<file path="config.mk">
export PLATFORM = sky130hd
export DESIGN_NAME = posit_mult_issue
export DESIGN_NICKNAME = d
export VERILOG_FILES = /design/src/rtl/posit_mult_issue.sv
export SDC_FILE = /design/constraint.sdc
export NUM_CORES = 1
export LEC_CHECK = 0
export BUFFER_PORTS_ARGS = -buffer_cell sky130_fd_sc_hd__clkbuf_2
export CAP_MARGIN = 20
export CORE_ASPECT_RATIO = 1.1
export CORE_UTILIZATION = 61
export CTS_BUF_LIST = sky130_fd_sc_hd__clkbuf_8
export CTS_CLUSTER_DIAMETER = 120
export CTS_CLUSTER_SIZE = 8
export DETAILED_ROUTE_END_ITERATION = 8
export PLACE_DENSITY = 0.92
export SYNTH_ARGS = -nofsm -noshare
export SYNTH_HDL_FRONTEND = slang
export SYNTH_SLANG_ARGS = --single-unit
</file>
<file path="constraint.sdc">
create_clock -name aclk -period 4.1 [get_ports aclk]
set_input_delay 0.205 -clock aclk [delete_from_list [all_inputs] [get_ports aclk]]
set_output_delay 0.205 -clock aclk [all_outputs]
set_load 0.02 [all_outputs]
</file>
<file path="src/rtl/posit_mult_issue.sv">
// posit_mult_issue: credit-based issue/collect wrapper around a fixed-latency
// posit multiplier. Operands are issued only when a result FIFO slot is
// reserved, so the multiplier output never needs backpressure.
//
// state    | meaning
// ---------+----------------------------------------------------------------
// ST_FLUSH | after reset; multiplier pipe may hold stale products, ignore done
// ST_RUN   | normal issue/collect until the next reset
module posit_mult_issue #(
    parameter int N       = 16,
    parameter int LATENCY = 4,
    parameter int DEPTH   = 8
) (
    input  logic                     aclk,
    input  logic                     aresetn,
    input  logic                     s_valid,
    output logic                     s_ready,
    input  logic [N-1:0]             s_in1,
    input  logic [N-1:0]             s_in2,
    output logic [N-1:0]             mul_in1,
    output logic [N-1:0]             mul_in2,
    output logic                     mul_start,
    input  logic [N-1:0]             mul_result,
    input  logic                     mul_inf,
    input  logic                     mul_zero,
    input  logic                     mul_done,
    output logic                     m_valid,
    input  logic                     m_ready,
    output logic [N-1:0]             m_result,
    output logic                     m_inf,
    output logic                     m_zero,
    output logic [$clog2(DEPTH):0]   inflight,
    output logic                     err_stray
);

    localparam int AW = $clog2(DEPTH);
    localparam int CW = AW + 1;
    localparam int FW = $clog2(LATENCY + 1);
    localparam int EW = N + 2;
    localparam logic [CW:0] DEPTH_OCC = (CW+1)'(DEPTH);

    typedef enum logic {
        ST_FLUSH = 1'b0,
        ST_RUN   = 1'b1
    } state_t;

    state_t                     state_q, state_d;
    logic [FW-1:0]              flush_cnt_q, flush_cnt_d;
    logic [CW-1:0]              inflight_q, inflight_d;
    logic [CW-1:0]              count_q, count_d;
    logic [AW-1:0]              wr_ptr_q, wr_ptr_d;
    logic [AW-1:0]              rd_ptr_q, rd_ptr_d;
    logic                       err_stray_q, err_stray_d;
    logic [DEPTH-1:0][EW-1:0]   mem_q, mem_d;

    logic        run;
    logic [CW:0] occupancy;
    logic        issue;
    logic        push;
    logic        stray;
    logic        pop;
    logic [EW-1:0] head;

    // Next-state logic: hold FLUSH for LATENCY cycles so stale products drain.
    always_comb begin
        state_d     = state_q;
        flush_cnt_d = flush_cnt_q;
        if (state_q == ST_FLUSH) begin
            if (flush_cnt_q != '0) begin
                flush_cnt_d = flush_cnt_q - FW'(1);
            end
            if (flush_cnt_q <= FW'(1)) begin
                state_d = ST_RUN;
            end
        end
    end

    // Issue/collect handshakes; credit uses registered counts only.
    always_comb begin
        run       = (state_q == ST_RUN);
        occupancy = {1'b0, inflight_q} + {1'b0, count_q};
        s_ready   = run && (occupancy < DEPTH_OCC);
        issue     = s_valid && s_ready;
        mul_start = issue;
        mul_in1   = issue ? s_in1 : '0;
        mul_in2   = issue ? s_in2 : '0;
        push      = run && mul_done && (inflight_q != '0);
        stray     = run && mul_done && (inflight_q == '0);
        m_valid   = (count_q != '0);
        pop       = m_valid && m_ready;
        head      = mem_q[rd_ptr_q];
        m_result  = head[EW-1:2];
        m_inf     = head[1];
        m_zero    = head[0];
        inflight  = inflight_q;
        err_stray = err_stray_q;
    end

    // Counter and FIFO next values; simultaneous issue/done/pop all combine.
    always_comb begin
        inflight_d  = inflight_q + CW'(issue) - CW'(push);
        count_d     = count_q + CW'(push) - CW'(pop);
        wr_ptr_d    = wr_ptr_q;
        rd_ptr_d    = rd_ptr_q;
        mem_d       = mem_q;
        err_stray_d = err_stray_q | stray;
        if (push) begin
            mem_d[wr_ptr_q] = {mul_result, mul_inf, mul_zero};
            wr_ptr_d        = wr_ptr_q + AW'(1);
        end
        if (pop) begin
            rd_ptr_d = rd_ptr_q + AW'(1);
        end
    end

    // State registers; reset discards all in-flight and buffered results.
    always_ff @(posedge aclk or negedge aresetn) begin
        if (!aresetn) begin
            state_q     <= ST_FLUSH;
            flush_cnt_q <= FW'(LATENCY);
            inflight_q  <= '0;
            count_q     <= '0;
            wr_ptr_q    <= '0;
            rd_ptr_q    <= '0;
            err_stray_q <= 1'b0;
            mem_q       <= '0;
        end else begin
            state_q     <= state_d;
            flush_cnt_q <= flush_cnt_d;
            inflight_q  <= inflight_d;
            count_q     <= count_d;
            wr_ptr_q    <= wr_ptr_d;
            rd_ptr_q    <= rd_ptr_d;
            err_stray_q <= err_stray_d;
            mem_q       <= mem_d;
        end
    end

endmodule

</file>
==> results of run 1 <==
==> final cells by class <==
class | instances | area [um2]
Tap cell | 157 | 196
Fill cell | 765 | 3460
Clock inverter | 12 | 234
Sequential cell | 163 | 4080
Inverter | 19 | 71.3
Clock buffer | 19 | 262
Timing Repair Buffer | 127 | 742
Multi-Input combinational cell | 297 | 3590
==> cell families (layout without fill, tap and decap cells) <==
group	count (synthesis)	after routing	share of synthesized area, %
AO/OA/AOI/OAI	12	12	1.01
flip-flops	163	163	51.6
adder cells (fa/ha/maj)	20	20	3.35
AND/OR/NAND/NOR	55	55	5.85
XOR/XNOR	9	9	0.996
buffers and inverters	45	177	3.01
multiplexers	201	201	34.2
==> path summary, 6_finish.rpt <==
check	slack, ps	cells past startpoint	end
setup / recovery	1140	4	m_result[3]
hold / removal	40	3	rd_ptr_q[2]$_DFFE_PN0P_
setup reg to reg	1340	9	inflight[2]$_DFF_PN0_
hold reg to reg	500	1	mem_q[56]$_DFFE_PN0P_
max in group asynchronous	2680	3	count_q[3]$_DFF_PN0_
min in group asynchronous	440	2	mem_q[140]$_DFFE_PN0P_
==> per-layer routing <==
layer / vias up / wire [um] / global-route usage, %
met4: 0 / 374 / 9.00
met3: 30 / 602 / 5.69
li1: 2100 / - / -
met5: - / 0 / 0
met1: 2527 / 7150 / 34.6
met2: 100 / 9150 / 44.8
==> metrics by stage <==
step                      setup WS, ps  cell area (um2)  hold slack, ps  instances  util, %
after CTS                         1090             9100            19.1        791     71.9
after floorplan                   1260             7910           -90.6        505        -
final                             1140             9180            39.9        794     72.6
after global placement            1560             8590             363        759     67.9
after global routing               966             9180            46.2        794     72.6
after detailed placement          1430             8590             391        759     67.9
==> power breakdown <==
| part | total (mW) | leakage (nW) | switching, mW | internal, mW |
|---|---|---|---|---|
| clock | 1.43 | 0.257 | 0.556 | 0.870 |
| sequential | 3.07 | 1.95 | 0.659 | 2.41 |
| combinational | 3.69 | 2.02 | 1.68 | 2.02 |
| total | 8.19 | 4.23 | 2.89 | 5.30 |
==> state kept, by name, summed over array words and instances, names as in the netlist <==
signal and count:
flush_cnt_q 3, run 1, count_q 4, rd_ptr_q 3
err_stray 1, inflight 4, mem_q 144, wr_ptr_q 3
==> placed cells by master (no fill, tap or decap), drive strengths merged <==
master	count
a21oi	6
nor3	4
and3	32
bufinv	7
dfrtp	162
nor2	2
mux4	36
nand2b	2
ha	18
mux2i	1
clkbuf	130
dfstp	1
nand2	3
clkinv	4
nor4	4
dlygate4sd3	1
nand3	2
o21ai	1
buf	15
or4b	1
a21o	2
xor2	5
mux2	164
or2	1
nor3b	2
inv	20
or3b	1
xnor2	4
fa	2
a31o	3
and2	1
==> worst min-delay path: cells and delay by family <==
kind / cells / cell delay [ps]
xor gates and xnor gates: 1 / 70
buffers and inverters: 1 / 90
and+or+nand+nor: 1 / 90
==> timing repair <==
action,CTS,global route
hold buffers,1,0
buffers inserted,0,0
hold endpoints to repair,102,0
==> impl_table.tex, run 1 <==
\begin{tabular}{lr}
\hline
Metric & Value \\
\hline
\multicolumn{2}{l}{\textbf{Yosys}} \\
Number of enable-type register cells in the synthesized netlist & 0 \\
Synthesized area & 0.00791 mm2 \\
Instance count of the mapped netlist & 505 \\
Cell types with the largest area share after synthesis & sky130\_fd\_sc\_hd\_\_dfrtp\_1, sky130\_fd\_sc\_hd\_\_mux2\_2, sky130\_fd\_sc\_hd\_\_mux4\_2 \\
Yosys warnings & 0 \\
Synth unique cells & 38 \\
Most repeated cell in the gate-level netlist after synthesis & sky130\_fd\_sc\_hd\_\_dfrtp\_1 \\
Average cell area after synthesis & 15.7 um2 \\
Post-synthesis sequential area ratio & 51.6\% \\
Post-synth top cells & sky130\_fd\_sc\_hd\_\_dfrtp\_1, sky130\_fd\_sc\_hd\_\_mux2\_2, sky130\_fd\_sc\_hd\_\_mux4\_2, sky130\_fd\_sc\_hd\_\_and3\_1, sky130\_fd\_sc\_hd\_\_inv\_1 \\
Share of synthesized flip-flops with an asynchronous set or reset & 100\% \\
Top cell type's share of synthesized area & 51.2\% \\
Net count after synthesis & 580 \\
Register bit total from synthesis & 163 \\
Library cell with the largest summed area after synthesis & sky130\_fd\_sc\_hd\_\_dfrtp\_1 \\
Most common flop cell mapped by yosys & sky130\_fd\_sc\_hd\_\_dfrtp\_1 \\
\multicolumn{2}{l}{\textbf{Clock network}} \\
Number of sinks handled by clock tree synthesis & 163 \\
TritonCTS clock tree & yes \\
Max H-tree Level & 4 \\
Max Root-Sink Buffers & 2 \\
Later-pin clock latency in the skew report & 450 ps \\
Clock slew at reported path FFs & 80 ps \\
Num CTS Buffers & 17 \\
Number of cells upsized or downsized after cts & 0 \\
Cell chosen for the clock root & sky130\_fd\_sc\_hd\_\_clkbuf\_8 \\
\multicolumn{2}{l}{\textbf{Global routing}} \\
Remaining global-route overflow & 0 \\
Pin count of the biggest net entering global routing & 106 \\
GRT Overall Usage & 26.6\% \\
Global-route wire length before repair & 27200 um \\
Number of global-route vias before repair & 5142 \\
Antenna violations before repair & 0 \\
\multicolumn{2}{l}{\textbf{Timing}} \\
Setup Total Neg Slack & 0 ps \\
Unrepaired setup endpoints after global routing & no \\
Final Cycle Share & 72.1\% \\
Fin Clk Skew & 9.25 ps \\
Final min period & 2960 ps \\
Slew at the pin with the worst max-slew slack & 1190 ps \\
Worst relative slew slack & 20.2\% \\
Final Hold Vio Count & 0 \\
Highest clock rate & 338 MHz \\
Max-slew violation total from the final report & 0 \\
Final-report setup violation count & 0 \\
\multicolumn{2}{l}{\textbf{Setup path}} \\
Critical Path Slowest Stage Cell & sky130\_fd\_sc\_hd\_\_dfrtp\_2 \\
Critical path startpoint category & register \\
Stage delay of the slowest cell on the critical path & 930 ps \\
CP Buf/Inv Count & 2 \\
Ordered cell list for the critical path & buf\_4 -> mux4\_2 -> mux2\_2 -> clkbuf\_2 \\
Setup Crit Path Kind & reg -> out \\
Crit-path leading delay family & flip-flops \\
Sort of element at the end of the critical path & primary output \\
Required time reported for the critical path endpoint & 3890 ps \\
Start point of the critical path & rd\_ptr\_q[0]\$\_DFFE\_PN0P\_ \\
Worst Path Max Fanout & 25 \\
R2r startpoint & inflight[3]\$\_DFF\_PN0\_ \\
Arrival time at the worst endpoint & 2750 ps \\
\multicolumn{2}{l}{\textbf{Placement}} \\
RePlAce Congestion & 0.788 \\
Detailed placement HPWL & 10900 um \\
Number of buffer cells added on primary ports & 112 \\
\multicolumn{2}{l}{\textbf{Detailed routing}} \\
Aggregate routed wire length & 17300 um \\
Average wire per cell in the routed design & 21.8 um \\
DR pass1 iterations & 4 \\
Post-DR vias/cell & 5.99 \\
Number of nets with antenna violations after detailed routing & 0 \\
Detailed-route via count & 4757 \\
DRC errors left & 0 \\
Initial detailed-routing violation count & 244 \\
\multicolumn{2}{l}{\textbf{Hold path}} \\
Hold crit path type & in -> reg \\
Start point of the worst min-delay path & m\_ready \\
\multicolumn{2}{l}{\textbf{Layout}} \\
Ant. Diodes & 0 \\
Fraction of layout instances using a drive strength above 1 & 58.7\% \\
Layout overhead on the synthesized area & 16.0\% \\
Final nets & 700 \\
\multicolumn{2}{l}{\textbf{Floorplan}} \\
Die ar. & 0.0134 mm2 \\
DIE HEIGHT & 121 um \\
Die boundary width & 111 um \\
Starting density of the core & 62.6\% \\
I/O pins & 113 \\
Floorplan core area & 0.0126 mm2 \\
Num rows & 43 \\
\multicolumn{2}{l}{\textbf{Run status}} \\
Status & complete, no violations \\
\multicolumn{2}{l}{\textbf{Flow run}} \\
MaxCap Viol Count & 0 \\
\multicolumn{2}{l}{\textbf{Pwr}} \\
Power Total & 8.19 mW \\
Pwr Density & 892 mW/mm2 \\
Pleak & 4.23 nW \\
Worst ir drop on vdd & 0.530 mV \\
\hline
\end{tabular}
Note: power is estimated with default switching activity, not from simulation.
==> run 2: changes to the inputs <==
CORE_UTILIZATION = 54   (was 61)
PLACE_DENSITY = 0.87   (was 0.92)
clock period = 2.7 ns   (was 4.1 ns; I/O delays follow)
==> run 2 against run 1 <==
Total power is 50% higher. Combinational power is 59% higher. Sequential power is 44% higher. Count of clock-buffer cells in the layout stayed put. Via count is 1.6% higher. Die area is 13% higher. Clock power is 42% higher. Critical path depth is 2 higher. Global-route usage is 2.9 points lower. Clock skew is 3.5 ps higher. Utilization is 8.0 points lower. Critical endpoint is now mul_in2[13]. Largest power group unchanged. Highest routed layer unchanged.
==> impl_table.tex, run 2 (synthesis results as in run 1) <==
\begin{tabular}{lr}
\hline
Metric & Value \\
\hline
\multicolumn{2}{l}{\textbf{Floorplan}} \\
Num rows & 46 \\
Floorplan core area & 0.0144 mm2 \\
DIE HEIGHT & 129 um \\
Die boundary width & 117 um \\
Die ar. & 0.0151 mm2 \\
Starting density of the core & 55.0\% \\
I/O pins & 113 \\
\multicolumn{2}{l}{\textbf{Layout}} \\
Fill cells & 1032 \\
Final nets & 714 \\
Layout overhead on the synthesized area & 17.4\% \\
Number of flip-flops under the largest register name & 144 \\
Fraction of layout instances using a drive strength above 1 & 59.2\% \\
Summed area of non-filler cells in the final layout & 0.00929 mm2 \\
Commonest cells after routing, fill and taps aside & sky130\_fd\_sc\_hd\_\_dfrtp\_1, sky130\_fd\_sc\_hd\_\_mux2\_2, sky130\_fd\_sc\_hd\_\_clkbuf\_2, sky130\_fd\_sc\_hd\_\_mux4\_2, sky130\_fd\_sc\_hd\_\_and3\_1 \\
Final design utilization & 64.6\% \\
Leading cell type in the layout, fill and taps excluded & sky130\_fd\_sc\_hd\_\_dfrtp\_1 \\
Reg with most FFs & mem\_q \\
Filler-free cell count of the finished design & 844 \\
Ant. Diodes & 0 \\
\multicolumn{2}{l}{\textbf{Clock network}} \\
Max Root-Sink Buffers & 2 \\
Clock slew at reported path FFs & 80 ps \\
Cell chosen for the clock root & sky130\_fd\_sc\_hd\_\_clkbuf\_8 \\
Max H-tree Level & 4 \\
Num CTS Buffers & 17 \\
TritonCTS clock tree & yes \\
Later-pin clock latency in the skew report & 470 ps \\
Number of sinks handled by clock tree synthesis & 163 \\
\multicolumn{2}{l}{\textbf{Placement}} \\
RePlAce Congestion & 0.784 \\
Detailed placement HPWL & 11200 um \\
Number of buffer cells added on primary ports & 112 \\
Placement Cell Area & 0.00874 mm2 \\
Post-placement cell count & 805 \\
Setup WS pre-CTS & 239 ps \\
\multicolumn{2}{l}{\textbf{Detailed routing}} \\
DRC errors left & 0 \\
DR pass1 iterations & 5 \\
Initial detailed-routing violation count & 347 \\
Average wire per cell in the routed design & 19.9 um \\
Aggregate routed wire length & 16800 um \\
Number of nets with antenna violations after detailed routing & 0 \\
Post-DR vias/cell & 5.72 \\
Detailed-route via count & 4831 \\
\multicolumn{2}{l}{\textbf{Setup path}} \\
Sort of element at the end of the critical path & primary output \\
Cells on worst reg2reg path & 10 \\
Stages on the worst setup path & 6 \\
Crit-path leading delay family & simple AND/OR/NAND/NOR gates \\
Required time reported for the critical path endpoint & 2570 ps \\
Stage delay of the slowest cell on the critical path & 570 ps \\
Setup Crit Path Kind & reg -> out \\
Critical Path Slowest Stage Cell & sky130\_fd\_sc\_hd\_\_or4b\_1 \\
CP Buf/Inv Count & 2 \\
Critical path startpoint category & register \\
Worst Path Max Fanout & 16 \\
Ordered cell list for the critical path & ha\_1 -> or4b\_1 -> a21oi\_4 -> buf\_4 -> and3\_1 -> clkbuf\_2 \\
Arrival time at the worst endpoint & 2470 ps \\
\multicolumn{2}{l}{\textbf{Timing}} \\
Hold slack final & 22.9 ps \\
Setup Total Neg Slack & 0 ps \\
Highest clock rate & 383 MHz \\
Final Hold Vio Count & 0 \\
Fin Clk Skew & 12.8 ps \\
Final Cycle Share & 96.7\% \\
Max-slew violation total from the final report & 0 \\
Minimum setup slack in the final design & 90.3 ps \\
Final-report setup violation count & 0 \\
Slew at the pin with the worst max-slew slack & 614 ps \\
Final min period & 2610 ps \\
Unrepaired setup endpoints after global routing & yes \\
Worst relative slew slack & 59.1\% \\
\multicolumn{2}{l}{\textbf{Pwr}} \\
Pwr Density & 1320 mW/mm2 \\
Worst ir drop on vdd & 0.545 mV \\
Pleak & 4.26 nW \\
Power Total & 12.3 mW \\
\multicolumn{2}{l}{\textbf{Global routing}} \\
Remaining global-route overflow & 0 \\
GRT Overall Usage & 23.7\% \\
Antenna violations before repair & 0 \\
Number of global-route vias before repair & 5223 \\
Global-route wire length before repair & 27100 um \\
Pin count of the biggest net entering global routing & 63 \\
\multicolumn{2}{l}{\textbf{Hold path}} \\
Hold path depth & 2 \\
Hold crit path type & in -> reg \\
\multicolumn{2}{l}{\textbf{Flow run}} \\
MaxCap Viol Count & 0 \\
\multicolumn{2}{l}{\textbf{Run status}} \\
Status & complete, no violations \\
\hline
\end{tabular}
-- run 2: path summary, 6_finish.rpt --
kind | from | endpoint | slack [ps]
max | inflight[3]$_DFF_PN0_ | mul_in2[13] | 90
min | mul_result[0] | mem_q[56]$_DFFE_PN0P_ | 20
max reg2reg | inflight[2]$_DFF_PN0_ | count_q[2]$_DFF_PN0_ | 180
min reg2reg | rd_ptr_q[2]$_DFFE_PN0P_ | rd_ptr_q[2]$_DFFE_PN0P_ | 480
max in group asynchronous | aresetn | mem_q[106]$_DFFE_PN0P_ | 1680
min in group asynchronous | aresetn | mem_q[100]$_DFFE_PN0P_ | 230
-- run 2: worst register-to-register path: stages (launching register included) --
cell	delay, ps
sky130_fd_sc_hd__dfrtp_1	390
sky130_fd_sc_hd__inv_1	80
sky130_fd_sc_hd__ha_1	190
sky130_fd_sc_hd__nor3b_2	160
sky130_fd_sc_hd__nor2_1	370
sky130_fd_sc_hd__inv_1	120
sky130_fd_sc_hd__ha_1	290
sky130_fd_sc_hd__inv_1	40
sky130_fd_sc_hd__ha_1	210
sky130_fd_sc_hd__fa_1	390
sky130_fd_sc_hd__xor2_1	170
-- run 2: cell type report --
| cell class | count | area, um2 | share of cell area [%] |
|---|---|---|---|
| clock buffers | 19 | 262 | 2.82 |
| clock inverters | 13 | 205 | 2.21 |
| inverters | 19 | 71.3 | 0.768 |
| multi-input cells | 297 | 3600 | 38.8 |
| flip-flops and latches | 163 | 4080 | 43.9 |
| well taps | 192 | 240 | 2.59 |
| repair buffers | 141 | 828 | 8.92 |
-- run 2: repair_timing --
| action | in CTS | in global routing |
|---|---|---|
| resized for setup | 0 | 4 |
| endpoints found under the hold margin | 74 | 0 |
| setup buffers | 0 | 0 |
| hold buffers | 6 | 0 |
| setup endpoints to repair | 0 | 32 |
-- run 2: layer usage --
metal,up-vias,GRT usage (%),share of wire [%]
met4,0,12.4,3.2
met5,-,0,0
met2,135,41.6,53
li1,2136,-,-
met1,2510,28.0,39
met3,50,4.74,4.3
-- run 2: report_power, final --
group / total, mW / leakage [nW] / internal [mW] / switching (mW)
Sequential: 4.42 / 1.95 / 3.67 / 0.750
Combinational: 5.85 / 2.08 / 3.11 / 2.74
Clock: 2.03 / 0.228 / 1.15 / 0.885
Total: 12.3 / 4.26 / 7.93 / 4.37
